==> config.mk <==
export PLATFORM = sky130hd
export DESIGN_NAME = out_port_sequencer
export DESIGN_NICKNAME = d
export VERILOG_FILES = /design/src/rtl/out_port_sequencer.sv
export SDC_FILE = /design/constraint.sdc
export NUM_CORES = 1
export LEC_CHECK = 0
export CAP_MARGIN = 10
export CELL_PAD_IN_SITES_DETAIL_PLACEMENT = 1
export CELL_PAD_IN_SITES_GLOBAL_PLACEMENT = 1
export CORE_MARGIN = 10
export CORE_UTILIZATION = 37
export DETAILED_ROUTE_END_ITERATION = 10
export PLACE_DENSITY_LB_ADDON = 0.1
export SLEW_MARGIN = 20
export SYNTH_ARGS = -nofsm -noshare
export SYNTH_HDL_FRONTEND = slang
export SYNTH_SLANG_ARGS = --single-unit
==> constraint.sdc <==
create_clock -name clk -period 2.65 [get_ports clk]
set_input_delay 0.265 -clock clk [delete_from_list [all_inputs] [get_ports clk]]
set_output_delay 0.265 -clock clk [all_outputs]
set_load 0.05 [all_outputs]
==> src/rtl/out_port_sequencer.sv <==
// Round-robin arbiter that serialises masked byte writes from two requesters
// into single-bit writes on the bit-addressable output selector.
module out_port_sequencer #(
  parameter int WIDTH  = 8,
  parameter int ADDR_W = 3
) (
  input  logic              clk,
  input  logic              rst,
  input  logic              req_a,
  input  logic [WIDTH-1:0]  byte_a,
  input  logic [WIDTH-1:0]  mask_a,
  output logic              ack_a,
  input  logic              req_b,
  input  logic [WIDTH-1:0]  byte_b,
  input  logic [WIDTH-1:0]  mask_b,
  output logic              ack_b,
  input  logic              lock,
  output logic              sel_data,
  output logic [ADDR_W-1:0] sel_addr,
  output logic              sel_write,
  output logic              sel_ce,
  output logic              busy
);

  typedef enum logic [1:0] {
    IDLE  = 2'd0,
    SHIFT = 2'd1,
    DONE  = 2'd2
  } state_t;

  localparam logic [ADDR_W-1:0] LAST_IDX = ADDR_W'(WIDTH - 1);

  state_t            state_r, state_s;
  logic [ADDR_W-1:0] idx_r, idx_s;
  logic              prio_r, prio_s;   // 0 = A has priority, 1 = B
  logic              gnt_r, gnt_s;     // 0 = A granted, 1 = B granted
  logic              pick_b_s;
  logic [WIDTH-1:0]  byte_r, byte_s;
  logic [WIDTH-1:0]  mask_r, mask_s;

  logic              sel_data_r, sel_data_s;
  logic [ADDR_W-1:0] sel_addr_r, sel_addr_s;
  logic              sel_write_r, sel_write_s;
  logic              sel_ce_r, sel_ce_s;
  logic              ack_a_r, ack_a_s;
  logic              ack_b_r, ack_b_s;
  logic              busy_r;

  // Next-state, arbitration and next-output logic
  always_comb begin
    state_s     = state_r;
    idx_s       = idx_r;
    prio_s      = prio_r;
    gnt_s       = gnt_r;
    byte_s      = byte_r;
    mask_s      = mask_r;
    pick_b_s    = 1'b0;
    sel_data_s  = 1'b0;
    sel_addr_s  = {ADDR_W{1'b0}};
    sel_write_s = 1'b0;
    sel_ce_s    = 1'b0;
    ack_a_s     = 1'b0;
    ack_b_s     = 1'b0;
    case (state_r)
      IDLE: begin
        if (req_a || req_b) begin
          pick_b_s = req_b & (~req_a | prio_r);
          gnt_s    = pick_b_s;
          prio_s   = ~pick_b_s;
          byte_s   = pick_b_s ? byte_b : byte_a;
          mask_s   = pick_b_s ? mask_b : mask_a;
          idx_s    = {ADDR_W{1'b0}};
          state_s  = SHIFT;
        end else begin
          state_s  = IDLE;
        end
      end
      SHIFT: begin
        // A locked cycle still presents the bit but suppresses the strobe
        sel_ce_s    = 1'b1;
        sel_addr_s  = idx_r;
        sel_data_s  = byte_r[idx_r];
        sel_write_s = mask_r[idx_r] & ~lock;
        if (lock) begin
          idx_s   = idx_r;
          state_s = SHIFT;
        end else if (idx_r == LAST_IDX) begin
          idx_s   = {ADDR_W{1'b0}};
          state_s = DONE;
        end else begin
          idx_s   = idx_r + ADDR_W'(1);
          state_s = SHIFT;
        end
      end
      DONE: begin
        ack_a_s = ~gnt_r;
        ack_b_s = gnt_r;
        state_s = IDLE;
      end
      default: begin
        state_s = IDLE;
      end
    endcase
  end

  // State and output registers with synchronous reset
  always_ff @(posedge clk) begin
    if (rst) begin
      state_r     <= IDLE;
      idx_r       <= {ADDR_W{1'b0}};
      prio_r      <= 1'b0;
      gnt_r       <= 1'b0;
      byte_r      <= {WIDTH{1'b0}};
      mask_r      <= {WIDTH{1'b0}};
      sel_data_r  <= 1'b0;
      sel_addr_r  <= {ADDR_W{1'b0}};
      sel_write_r <= 1'b0;
      sel_ce_r    <= 1'b0;
      ack_a_r     <= 1'b0;
      ack_b_r     <= 1'b0;
      busy_r      <= 1'b0;
    end else begin
      state_r     <= state_s;
      idx_r       <= idx_s;
      prio_r      <= prio_s;
      gnt_r       <= gnt_s;
      byte_r      <= byte_s;
      mask_r      <= mask_s;
      sel_data_r  <= sel_data_s;
      sel_addr_r  <= sel_addr_s;
      sel_write_r <= sel_write_s;
      sel_ce_r    <= sel_ce_s;
      ack_a_r     <= ack_a_s;
      ack_b_r     <= ack_b_s;
      busy_r      <= (state_s != IDLE);
    end
  end

  assign sel_data  = sel_data_r;
  assign sel_addr  = sel_addr_r;
  assign sel_write = sel_write_r;
  assign sel_ce    = sel_ce_r;
  assign ack_a     = ack_a_r;
  assign ack_b     = ack_b_r;
  assign busy      = busy_r;

endmodule

# Word level (Yosys, flattened, before mapping)
# Index checks and enable logic that the tools add are counted.
# Widths: inputs -> output; s select.
dict set report word_totals {
  ff_bits 32
  input_bits 37
  output_inout_bits 9
  elab_cells 52
}
dict set report op_classes {
  n_addsub 1
  order_cmp 1
  eq_ne 5
  muxes 15
  n_bitwise 9
  n_reduce_logical 8
}
# op count
set op_table {}
lappend op_table {{$mux 8} 2}
lappend op_table {{$mux 3} 3}
lappend op_table {{$bmux 1 s3} 2}
lappend op_table {{$not 1->1} 6}
lappend op_table {{$pmux 3 s2} 1}
lappend op_table {{$lt 3x4->1 const B} 1}
lappend op_table {{$mux 1} 4}
lappend op_table {{$mux 2} 2}
lappend op_table {{$ne 2x2->1 const B} 2}
lappend op_table {{$pmux 2 s2} 1}
lappend op_table {{$reduce_bool 2->1} 2}
lappend op_table {{$reduce_or 2->1} 2}
lappend op_table {{$add 3x1->3 const B} 1}
lappend op_table {{$eq 3x3->1 const B} 1}
lappend op_table {{$reduce_and 3->1} 1}
lappend op_table {{$and 1x1->1} 2}
lappend op_table {{$eq 2x1->1 const B} 1}
lappend op_table {{$eq 2x2->1 const B} 1}
lappend op_table {{$logic_not 2->1} 1}
lappend op_table {{$reduce_and 2->1} 1}
lappend op_table {{$logic_or 1x1->1} 1}
lappend op_table {{$or 1x1->1} 1}

# Logic depth before layout (Yosys ltp)
# Gate-level depths: netlist of run 1.
dict set report depth {
  word_depth 5
  mapped_depth 6
  mapped_depth_nobuf 4
}

# Worst setup path before layout of run 1
# Ideal clock, no wire load.
dict set report synth_timing {
  kind {flip-flop to flip-flop}
  startpoint {register state_r[0]}
  endpoint {register sel_write_r, in the netlist sel_write}
  setup_time_ns 0.079
  arrival_time_ns 1.251
  t_required_ns 2.571
  path_slack_ns 1.319
  path_stages_with_launch 5
  path_buffers 1
  period_less_slack_ns 1.331
  path_cell_list {dfxtp_1 -> or3b_1 -> buf_2 -> a211o_1 -> a211oi_2}
}
dict set report synth_via {
  elab_chain_len 3
}
# element line
set synth_rtl {}
lappend synth_rtl {{from (decl)} 33} ;# state_t state_r, state_s;
lappend synth_rtl {{from (signal assigned)} 123} ;# state_r <= state_s;
lappend synth_rtl {{$eq 2x1->1} 64} ;# case (state_r)
lappend synth_rtl {{$not 1->1 (no source line)} n/a}
lappend synth_rtl {{$reduce_or 2->1 (no source line)} n/a}
lappend synth_rtl {{to (signal assigned)} 131} ;# sel_write_r <= sel_write_s;
lappend synth_rtl {{to (decl)} 43} ;# logic sel_write_r, sel_write_s;
# Every way passes these cells.
# A chain may end at the register's enable or synchronous reset.

# Worst setup path after layout of run 1
dict set report layout_timing {
  startpoint {input port req_a}
  endpoint {register byte_r[2]}
}
dict set report layout_via {
  elab_chain_len 4
  word_cells_on_any_way 6
  cone_classes {mux (1); bitwise (3); reduce/logical (2)}
}
# element line
set layout_rtl {}
lappend layout_rtl {{from (decl)} 9} ;# input logic req_a,
lappend layout_rtl {{$not 1->1} 67} ;# pick_b_s = req_b & (~req_a | prio_r);
lappend layout_rtl {{$or 1x1->1} 67}
lappend layout_rtl {{$and 1x1->1} 67}
lappend layout_rtl {{$mux 8} 70} ;# byte_s = pick_b_s ? byte_b : byte_a;
lappend layout_rtl {{to (signal assigned)} 113} ;# byte_r <= {WIDTH{1'b0}};
lappend layout_rtl {{to (signal assigned)} 127} ;# byte_r <= byte_s;
lappend layout_rtl {{to (decl)} 38} ;# logic [WIDTH-1:0] byte_r, byte_s;
# Parallel ways exist; a longest one is shown, timed or not.

==> flow_results.org, run 1 <==
** Outcome
- Result of the run :: finished clean

** Worst setup path
- Critical Path RT :: about 2.8 ns
- CP Capture Type :: flip-flop
- Startpoint type of the worst setup path :: input pin
- Signal arrival time at the worst endpoint :: approximately 2.0 ns
- Of all nets on the critical path, the largest fanout is 33.
- Reg-to-reg setup timing slack :: between 1 and 1.5 ns
- The critical path is of the in -> reg type.

** Floorplanning
- Width of the chip :: roughly 84 um
- Core area :: around 4000 um2
- For this design the top-level I/O count stands at 46.
- Die height :: 84.4 um
- The die covers between 7000 and 8000 um2.
- The floorplan has 23 rows.
- Once the floorplan was initialized, standard cells occupied a little under two fifths of the core.

** Clocking
- In this run, post-CTS hold repair placed 0 buffers.
- Clock buffer count from CTS :: 5
- TritonCTS clock tree :: done
- Clock network latency to the later pin of the worst-skew pair :: between 0.2 and 0.3 ns
- The longest clock path from root to sink contains 2 buffers.
- The H-tree generated during clock tree synthesis spans 2 levels.
- For this design, the sink count on the clock tree is 32.
- In this run the post-CTS setup repair buffer count came out at 0.
- Number of instances resized during post-cts repair :: 0
- The tree is rooted in a sky130_fd_sc_hd__clkbuf_8.
- After clock tree synthesis, the clock-pin slew on the worst setup and hold paths is approximately 0.060 ns.

** Power and ir drop
- Worst IR drop on VDD :: between 0.2 and 0.3 mV
- For this design the ratio of total power to cell area is roughly 570 nW/um2.
- In this run the static leakage power is between 0.7 and 0.8 nW.

** Finish
- The repair_antennas step left the layout with diodes totalling 0.
- Compared with the post-synthesis result, the final layout area differs by 33.9%.
- With fillers left out, the area of the finished cells amounts to just over 2000 um2.
- Post-layout net count :: 240
- Proportion of layout cells with a drive suffix above 1 :: between 7 and 8%

** Detailed routing
- WL per Instance :: 17.8 um
- Antenna-violating nets left :: 0
- Summing over every cut layer, the via total after detailed routing is approximately 1400.
- Remaining design rule violation count :: 0
- First-pass iteration count of the detailed router :: 4
- The final layout contains routed wiring with a total length of between 4 and 5 mm.
- For this block, the initial DRC count from the detailed router was 46.
- Using the TritonRoute via totals, the vias-per-cell ratio works out to around 5.7.

** Timing
- For this run, the top clock speed supported by timing is around 0.57 GHz.
- Maximum clock skew at final layout :: about 0.0034 ns
- Minimum setup slack in the final design :: between 0.8 and 0.9 ns
- Setup repair after global routing left no endpoint under its margin.
- For the pin with the worst max-slew slack, the measured transition is between 0.7 and 0.8 ns.
- Headroom to the max-slew limit :: around half
- Number of setup violations in the final report :: 0
- Dividing the final minimum period by the clock period gives between 60% and 70%.
- Hold timing on the final database bottoms out at a slack of 0.470 ns.
- The number of pins exceeding their max-slew limit in the final report was 0.
- Total negative slack :: 0 ns
- For the finished layout, the period the worst path requires is 1.76 ns.
- The final-report hold violation count was 0.

** Synth
- After Yosys synthesis, full adders, half adders and majority gates account for 1.63% of the synthesized area.
- After synthesis, the largest family of logic cells by area is compound AO/OA/AOI/OAI gates.
- Synthesis produced around 160 cells.
- Simple-gate share of the synthesized area :: ~18%
- Async set or reset register ratio after synthesis :: 0%
- Synth Warn # :: 0
- XOR/XNOR Fraction of Synth Area :: 0%
- Mux share of post-synthesis cell area :: 5.55%
- Counting distinct cell types in the post-synthesis netlist gives 32.
- Counting flops with a built-in enable in the synthesized netlist gives 0.
- After synthesis the netlist holds a flip-flop and latch count of 32.
- Among all flip-flop cells after synthesis, the most frequent one is sky130_fd_sc_hd__dfxtp_1.
- Summing the areas of all compound-gate instances in the mapped netlist gives approximately 27% of the synthesized area.
- Mean cell area of the mapped netlist :: between 9 and 10 um2
- Register area share after synthesis :: a little over two fifths
- Synthesis produced a netlist with a net count of between 200 and 250.
- Post-synthesis instance area :: about 1500 um2

** Global routing
- Global-route wire length before repair :: approximately 7.5 mm
- The via count of the first global-routing pass was 1542.
- Pin count of the biggest net entering global routing :: 34
- The initial antenna violation count is 0.
- Global routing finished with a remaining overflow of 0.
- Global routing used approximately an eighth of the available tracks across all layers.

** Placed design
- Total placed instance area :: a little under 2000 um2
- Detail Placement HPWL :: roughly 3.4 mm
- Prior to clock tree synthesis, the placed netlist has a worst setup slack of approximately 0.58 ns.
- The congestion estimate from routability-driven global placement came to about 0.82.
- Count of input and output buffers :: 45

** Flow run
- MaxCap Viol Count :: 0

** Worst hold path
- The worst hold path belongs to the class reg -> reg.
layout by cell type (no fill, tap or decap), types with 2 or more instances in the layout:
cell / count
sky130_fd_sc_hd__o211ai_1: 3
sky130_fd_sc_hd__nor2b_1: 2
sky130_fd_sc_hd__ha_1: 2
sky130_fd_sc_hd__and2_1: 3
sky130_fd_sc_hd__or3_1: 2
sky130_fd_sc_hd__inv_1: 3
sky130_fd_sc_hd__or3b_1: 2
sky130_fd_sc_hd__mux2i_1: 4
sky130_fd_sc_hd__nor2_1: 4
sky130_fd_sc_hd__nand3b_1: 16
sky130_fd_sc_hd__mux4_2: 2
sky130_fd_sc_hd__a311oi_1: 17
sky130_fd_sc_hd__buf_4: 2
sky130_fd_sc_hd__clkbuf_8: 5
sky130_fd_sc_hd__a21oi_1: 21
sky130_fd_sc_hd__or2_2: 2
sky130_fd_sc_hd__o21ai_0: 18
sky130_fd_sc_hd__nand2_1: 3
sky130_fd_sc_hd__dfxtp_1: 32
sky130_fd_sc_hd__clkdlybuf4s50_1: 45
critical path, stage by stage:
cell,delay [ns]
sky130_fd_sc_hd__clkdlybuf4s50_1,0.52
sky130_fd_sc_hd__and2b_1,0.65
sky130_fd_sc_hd__o21ai_0,0.19
sky130_fd_sc_hd__a311oi_1,0.32
layout make-up:
type                       count  area, um2
clock buffer                   6       72.6
clock inverter                 1       5.00
fill                         457       1950
inverter                       3       11.3
multi-input combinational    112        795
sequential                    32        641
tap                           50       62.6
timing repair buffer          47        465
final timing paths:
check,from,to,cells after the start
worst min register to register,gnt_r,ack_a,1
worst max register to register,prio_r,byte_r[2],3
worst min-delay path,gnt_r,ack_a,1
worst max-delay path,req_a,byte_r[2],4
Yosys cell counts (3+ instances only):
cell | instances | area, um2
sky130_fd_sc_hd__nand3b_1 | 16 | 120
sky130_fd_sc_hd__o211ai_1 | 3 | 22.5
sky130_fd_sc_hd__nor2_1 | 4 | 15.0
sky130_fd_sc_hd__buf_2 | 6 | 30.0
sky130_fd_sc_hd__nand2_1 | 3 | 11.3
sky130_fd_sc_hd__a311oi_1 | 17 | 149
sky130_fd_sc_hd__inv_1 | 3 | 11.3
sky130_fd_sc_hd__dfxtp_1 | 32 | 641
sky130_fd_sc_hd__a21oi_1 | 21 | 105
sky130_fd_sc_hd__mux2i_1 | 4 | 40.0
sky130_fd_sc_hd__clkbuf_1 | 7 | 26.3
sky130_fd_sc_hd__and2_1 | 3 | 18.8
sky130_fd_sc_hd__o21ai_0 | 18 | 90.1
registers in the layout, indices dropped and copies added, names as in the netlist, 2 cells and up:
signal and cells:
byte_r 8, sel_addr 3, idx_r 3, mask_r 8, state_r 2
cell families (layout without fill, tap and decap cells):
| family | Yosys count | after routing |
|---|---|---|
| AO/OA/AOI/OAI | 64 | 64 |
| adder cells (fa/ha/maj) | 2 | 2 |
| buffers and inverters | 19 | 57 |
| flip-flops | 32 | 32 |
| multiplexers | 6 | 6 |
| AND/OR/NAND/NOR | 40 | 40 |
per-layer routing:
metal  part of all wire, %  routed length [um]  global-route usage, %
met1                    41                1820                   12.8
met3                   7.7                 345                   6.38
met4                   1.1                  49                   4.49
met5                     0                   0                      0
met2                    51                2260                   22.5
power breakdown:
group	internal (mW)	switching, mW
sequential	0.525	0.0291
combinational	0.128	0.136
clock	0.178	0.175
total	0.831	0.340
metrics by stage:
step	power [mW]	utilization (%)	instances
final	1.17	51.3	251
after global placement	0.818	49.4	244
after floorplan	0.729	-	163
after CTS	1.19	51.3	251
after detailed placement	0.831	49.4	244
after global routing	1.24	51.3	251
(Power assumes the default switching activity.)
==> run 2, diff against run 1 <==
--- a/config.mk
+++ b/config.mk
@@ -9,7 +9,7 @@
 export CELL_PAD_IN_SITES_DETAIL_PLACEMENT = 1
 export CELL_PAD_IN_SITES_GLOBAL_PLACEMENT = 1
 export CORE_MARGIN = 10
-export CORE_UTILIZATION = 37
+export CORE_UTILIZATION = 34
 export DETAILED_ROUTE_END_ITERATION = 10
 export PLACE_DENSITY_LB_ADDON = 0.1
 export SLEW_MARGIN = 20
==> constraint.sdc (replaced) <==
create_clock -name clk -period 1.65 [get_ports clk]
set_input_delay 0.165 -clock clk [delete_from_list [all_inputs] [get_ports clk]]
set_output_delay 0.165 -clock clk [all_outputs]
set_load 0.05 [all_outputs]
==> run 2 against run 1 <==
  * Design area rose by 3.6%
  * Final cell count grew 4.4%
  * Critical path depth fell by 1
  * Flip-flop and latch count unchanged
  * Hold slack got worse by 0.010 ns
  * Core utilization shrank 2.5 points
  * Sequential share of layout area down 1.1 points
  * First-iteration DRC count down 30%
  * Via count rose by 2.2%
  * Count of clock-buffer cells in the layout down 1
  * Sequential power up 62%
  * Worst setup slack worse by 0.75 ns
  * Largest cell class unchanged
  * Highest routed layer unchanged
==> flow_results.org, run 2 (synthesis gave the netlist of run 1 again) <==
** Outcome
- Result of the run: finished clean (unchanged).

** Detailed routing
- The via-per-instance ratio is 5.56 (was 5.67).
- Remaining design rule violation count :: 0 (unchanged)
- Antenna-violating nets left :: 0 (unchanged)
- Total via count after detailed routing :: 1456 (was 1424)
- The DRC marker count from the first detailed-route iteration was 32 (was 46).
- The routed wire length was 4.83 mm (was 4.48 mm).
- First-pass iteration count of the detailed router :: 4 (unchanged)
- WL per Instance :: 18.4 um (was 17.8 um)

** Power and ir drop
- Leakage :: 0.770 nW (was 0.701 nW)
- Fraction of power spent switching nets :: 27.8% (was 29.0%)
- The worst voltage drop across the vdd grid is 0.292 mV (was 0.280 mV).
- The proportion of power drawn by flip-flops and latches came to 42.7% (was 47.3%).
- Total design power :: 2.09 mW (was 1.17 mW)
- The cell area power density is 985 nW/um2 (was 571 nW/um2).
- The power spent charging and discharging nets came to 0.582 mW (was 0.340 mW).
- The total internal power was 1.51 mW (was 0.831 mW).
- Clock share of power :: 36.0% (was 30.2%)
- The fraction of power consumed by combinational cells was 21.2% (was 22.5%).

** Finish
- Post-layout net count :: 248 (was 240)
- Most frequent cells in the layout: sky130_fd_sc_hd__clkdlybuf4s50_1 (36), sky130_fd_sc_hd__dfxtp_1 (32), sky130_fd_sc_hd__a21oi_1 (21) (was sky130_fd_sc_hd__clkdlybuf4s50_1 (45), sky130_fd_sc_hd__dfxtp_1 (32), sky130_fd_sc_hd__a21oi_1 (21)).
- The layout-stage area growth over the synthesis result was 38.7% (was 33.9%).
- The most common cell after layout, fill and taps aside was sky130_fd_sc_hd__clkdlybuf4s50_1 (unchanged).
- Core utilization of the finished layout :: 48.8% (was 51.3%)
- The count of antenna diodes in the layout was 0 (unchanged).
- The final instance area is 2130 um2 (was 2050 um2).
- Biggest registers after layout :: byte_r: 8 flops, mask_r: 8 flops (unchanged)
- Proportion of layout cells with a drive suffix above 1 :: 16.7% (was 7.96%)

** Timing
- The slew of the pin with the lowest slew margin is 0.469 ns (was 0.770 ns).
- Post-route fraction of the period consumed by the critical path :: 91.2%
- Minimum setup slack in the final design :: 0.146 ns (was 0.892 ns)
- Number of setup violations in the final report :: 0 (unchanged)
- The number of pins exceeding their max-slew limit in the final report came to 0 (unchanged).
- Maximum clock skew at final layout :: 0.00577 ns (was 0.00338 ns)
- Final number of hold-violating endpoints :: 0 (unchanged)
- Unrepaired setup endpoints after global routing :: no (unchanged)
- The routed design could run at a clock period as short as 1.50 ns.
- Total negative slack :: 0 ns (unchanged)
- Headroom to the max-slew limit :: 68.7% (was 48.7%)
- Based on the critical path, the design can be clocked at up to around 0.66 GHz.

** Clocking
- The number of buffers created by CTS came to 5 (unchanged).
- Clock network latency to the later pin of the worst-skew pair :: 0.29 ns (about the same)
- Number of levels in the clock H-tree :: 2 (unchanged)
- The post-cts resize count is 0 (unchanged).
- Clk pin slew, worst setup/hold paths :: 0.07 ns (was 0.06 ns)
- The number of clock sinks seen by CTS came to 32 (unchanged).
- TritonCTS clock tree :: done (unchanged)
- Number of hold buffers added after CTS :: 0 (unchanged)
- The clock tree buffer depth is 2 (unchanged).
- The count of buffers added by post-CTS timing repair for setup was 0 (unchanged).
- Root buffer cell :: sky130_fd_sc_hd__clkbuf_8 (unchanged)

** Worst hold path
- Endpoint of the worst hold path :: ack_a (unchanged)
- Worst hold path startpoint :: gnt_r (unchanged)
- The path type of the worst min-delay path is reg -> reg (unchanged).
- Hold depth :: 1 (unchanged)

** Placed design
- The HPWL after detailed placement was 3.69 mm (was 3.36 mm).
- The quantity of I/O buffers inserted on ports was 45 (unchanged).
- Setup Slack @ Placement :: -0.00426 ns (was 0.581 ns)
- The weighted congestion reported at the end of routability-driven placement is 0.782 (was 0.820).
- The area after detailed placement came to 2010 um2 (was 1970 um2).

** Worst setup path
- Worst Path Max Fanout :: 16 (was 33)
- The data required time of the critical path was 1.80 ns (was 2.84 ns).
- Terminus of the critical flop-to-flop path :: byte_r[4] (was byte_r[2])
- The reg-to-reg critical path startpoint is state_r[1] (was prio_r).
- The minimum setup slack among reg-to-reg paths came to 0.15 ns (was 1.02 ns).
- The kind of capture point of the worst setup path is a flip-flop (unchanged).
- Critical Setup Path Class :: reg -> reg (was in -> reg)
- Startpoint type of the worst setup path :: flip-flop (was input pin)
- Signal arrival time at the worst endpoint :: 1.65 ns (was 1.95 ns)
- The number of cells on the worst reg-to-reg path is 3 (unchanged).

** Global routing
- Vias in the first global route :: 1619 (was 1542)
- Met1 Resource Use GR :: 13.0% (was 12.8%)
- Met3 global-route usage :: 6.46% (was 6.38%)
- The overall track demand over capacity in global routing is 13.2% (was 12.8%).
- The global-route layer with the greatest usage was met2 (unchanged).
- Initial antenna violation count :: 0 (unchanged)
- The global-route wire length before repair came to 7.86 mm (was 7.52 mm).
- The total grt overflow is 0 (unchanged).
- The largest net degree at the start of global routing came to 26 (was 34).
- The met2 usage is 23.3% (was 22.5%).

** Floorplanning
- Row count :: 24 (was 23)
- Die height :: 87.1 um (was 84.4 um)
- The area of the die was 7590 um2 (was 7120 um2).
- Effective utilization at floorplan :: 35.2% (was 38.3%)
- The width of the die is 87.1 um (was 84.4 um).
- The I/O pin count came to 46 (unchanged).
- The core area was 4350 um2 (was 4000 um2).

** Flow run
- MaxCap Viol Count :: 0 (unchanged)
run 2: final cells by class:
| type | count | area (um2) |
|---|---|---|
| repair buffers | 55 | 503 |
| multi-input cells | 112 | 795 |
| flip-flops and latches | 32 | 641 |
| inverters | 3 | 11.3 |
| clock inverters | 3 | 42.5 |
| well taps | 52 | 65.1 |
| clock buffers | 5 | 68.8 |
| fillers | 492 | 2230 |
run 2: per-stage QoR:
stage                     cells  hold slack, ns
final                       262           0.460
after CTS                   262           0.449
after floorplan             163           0.318
after global placement      254           0.432
after detailed placement    254           0.461
after global routing        262           0.474
run 2: worst max-delay path by stage:
| stage | startpoint | endpoint | depth (start not counted) |
|---|---|---|---|
| 2_1_floorplan | state_r[0] | sel_write | 4 |
| 3_3_place_gp | req_b | mask_r[4] | 5 |
| 3_5_place_dp | req_a | byte_r[4] | 5 |
| 4_1_cts | state_r[1] | byte_r[4] | 3 |
| 5_1_grt | idx_r[0] | sel_write | 3 |
| 6_report | state_r[1] | byte_r[4] | 3 |
run 2: power groups by stage:
stage          Clock [mW]  Sequential [mW]  Combinational [mW]
6_report            0.754            0.895               0.444
2_1_floorplan           0            0.920               0.252
4_1_cts             0.777            0.896               0.450
5_1_grt             0.808            0.904               0.486
3_3_place_gp            0            0.911               0.428
3_5_place_dp            0            0.912               0.446
run 2: routing by layer:
layer  up-vias  wire, um
met5         -         0
met4         0        50
met3         7       375
met2        37      2510
met1       702      1900
li1        710         -
run 2: worst max-delay path: stages (launching register included):
cell and delay (ns):
sky130_fd_sc_hd__dfxtp_1 0.39, sky130_fd_sc_hd__or2_2 0.40, sky130_fd_sc_hd__nor2_4 0.38, sky130_fd_sc_hd__a311oi_1 0.18
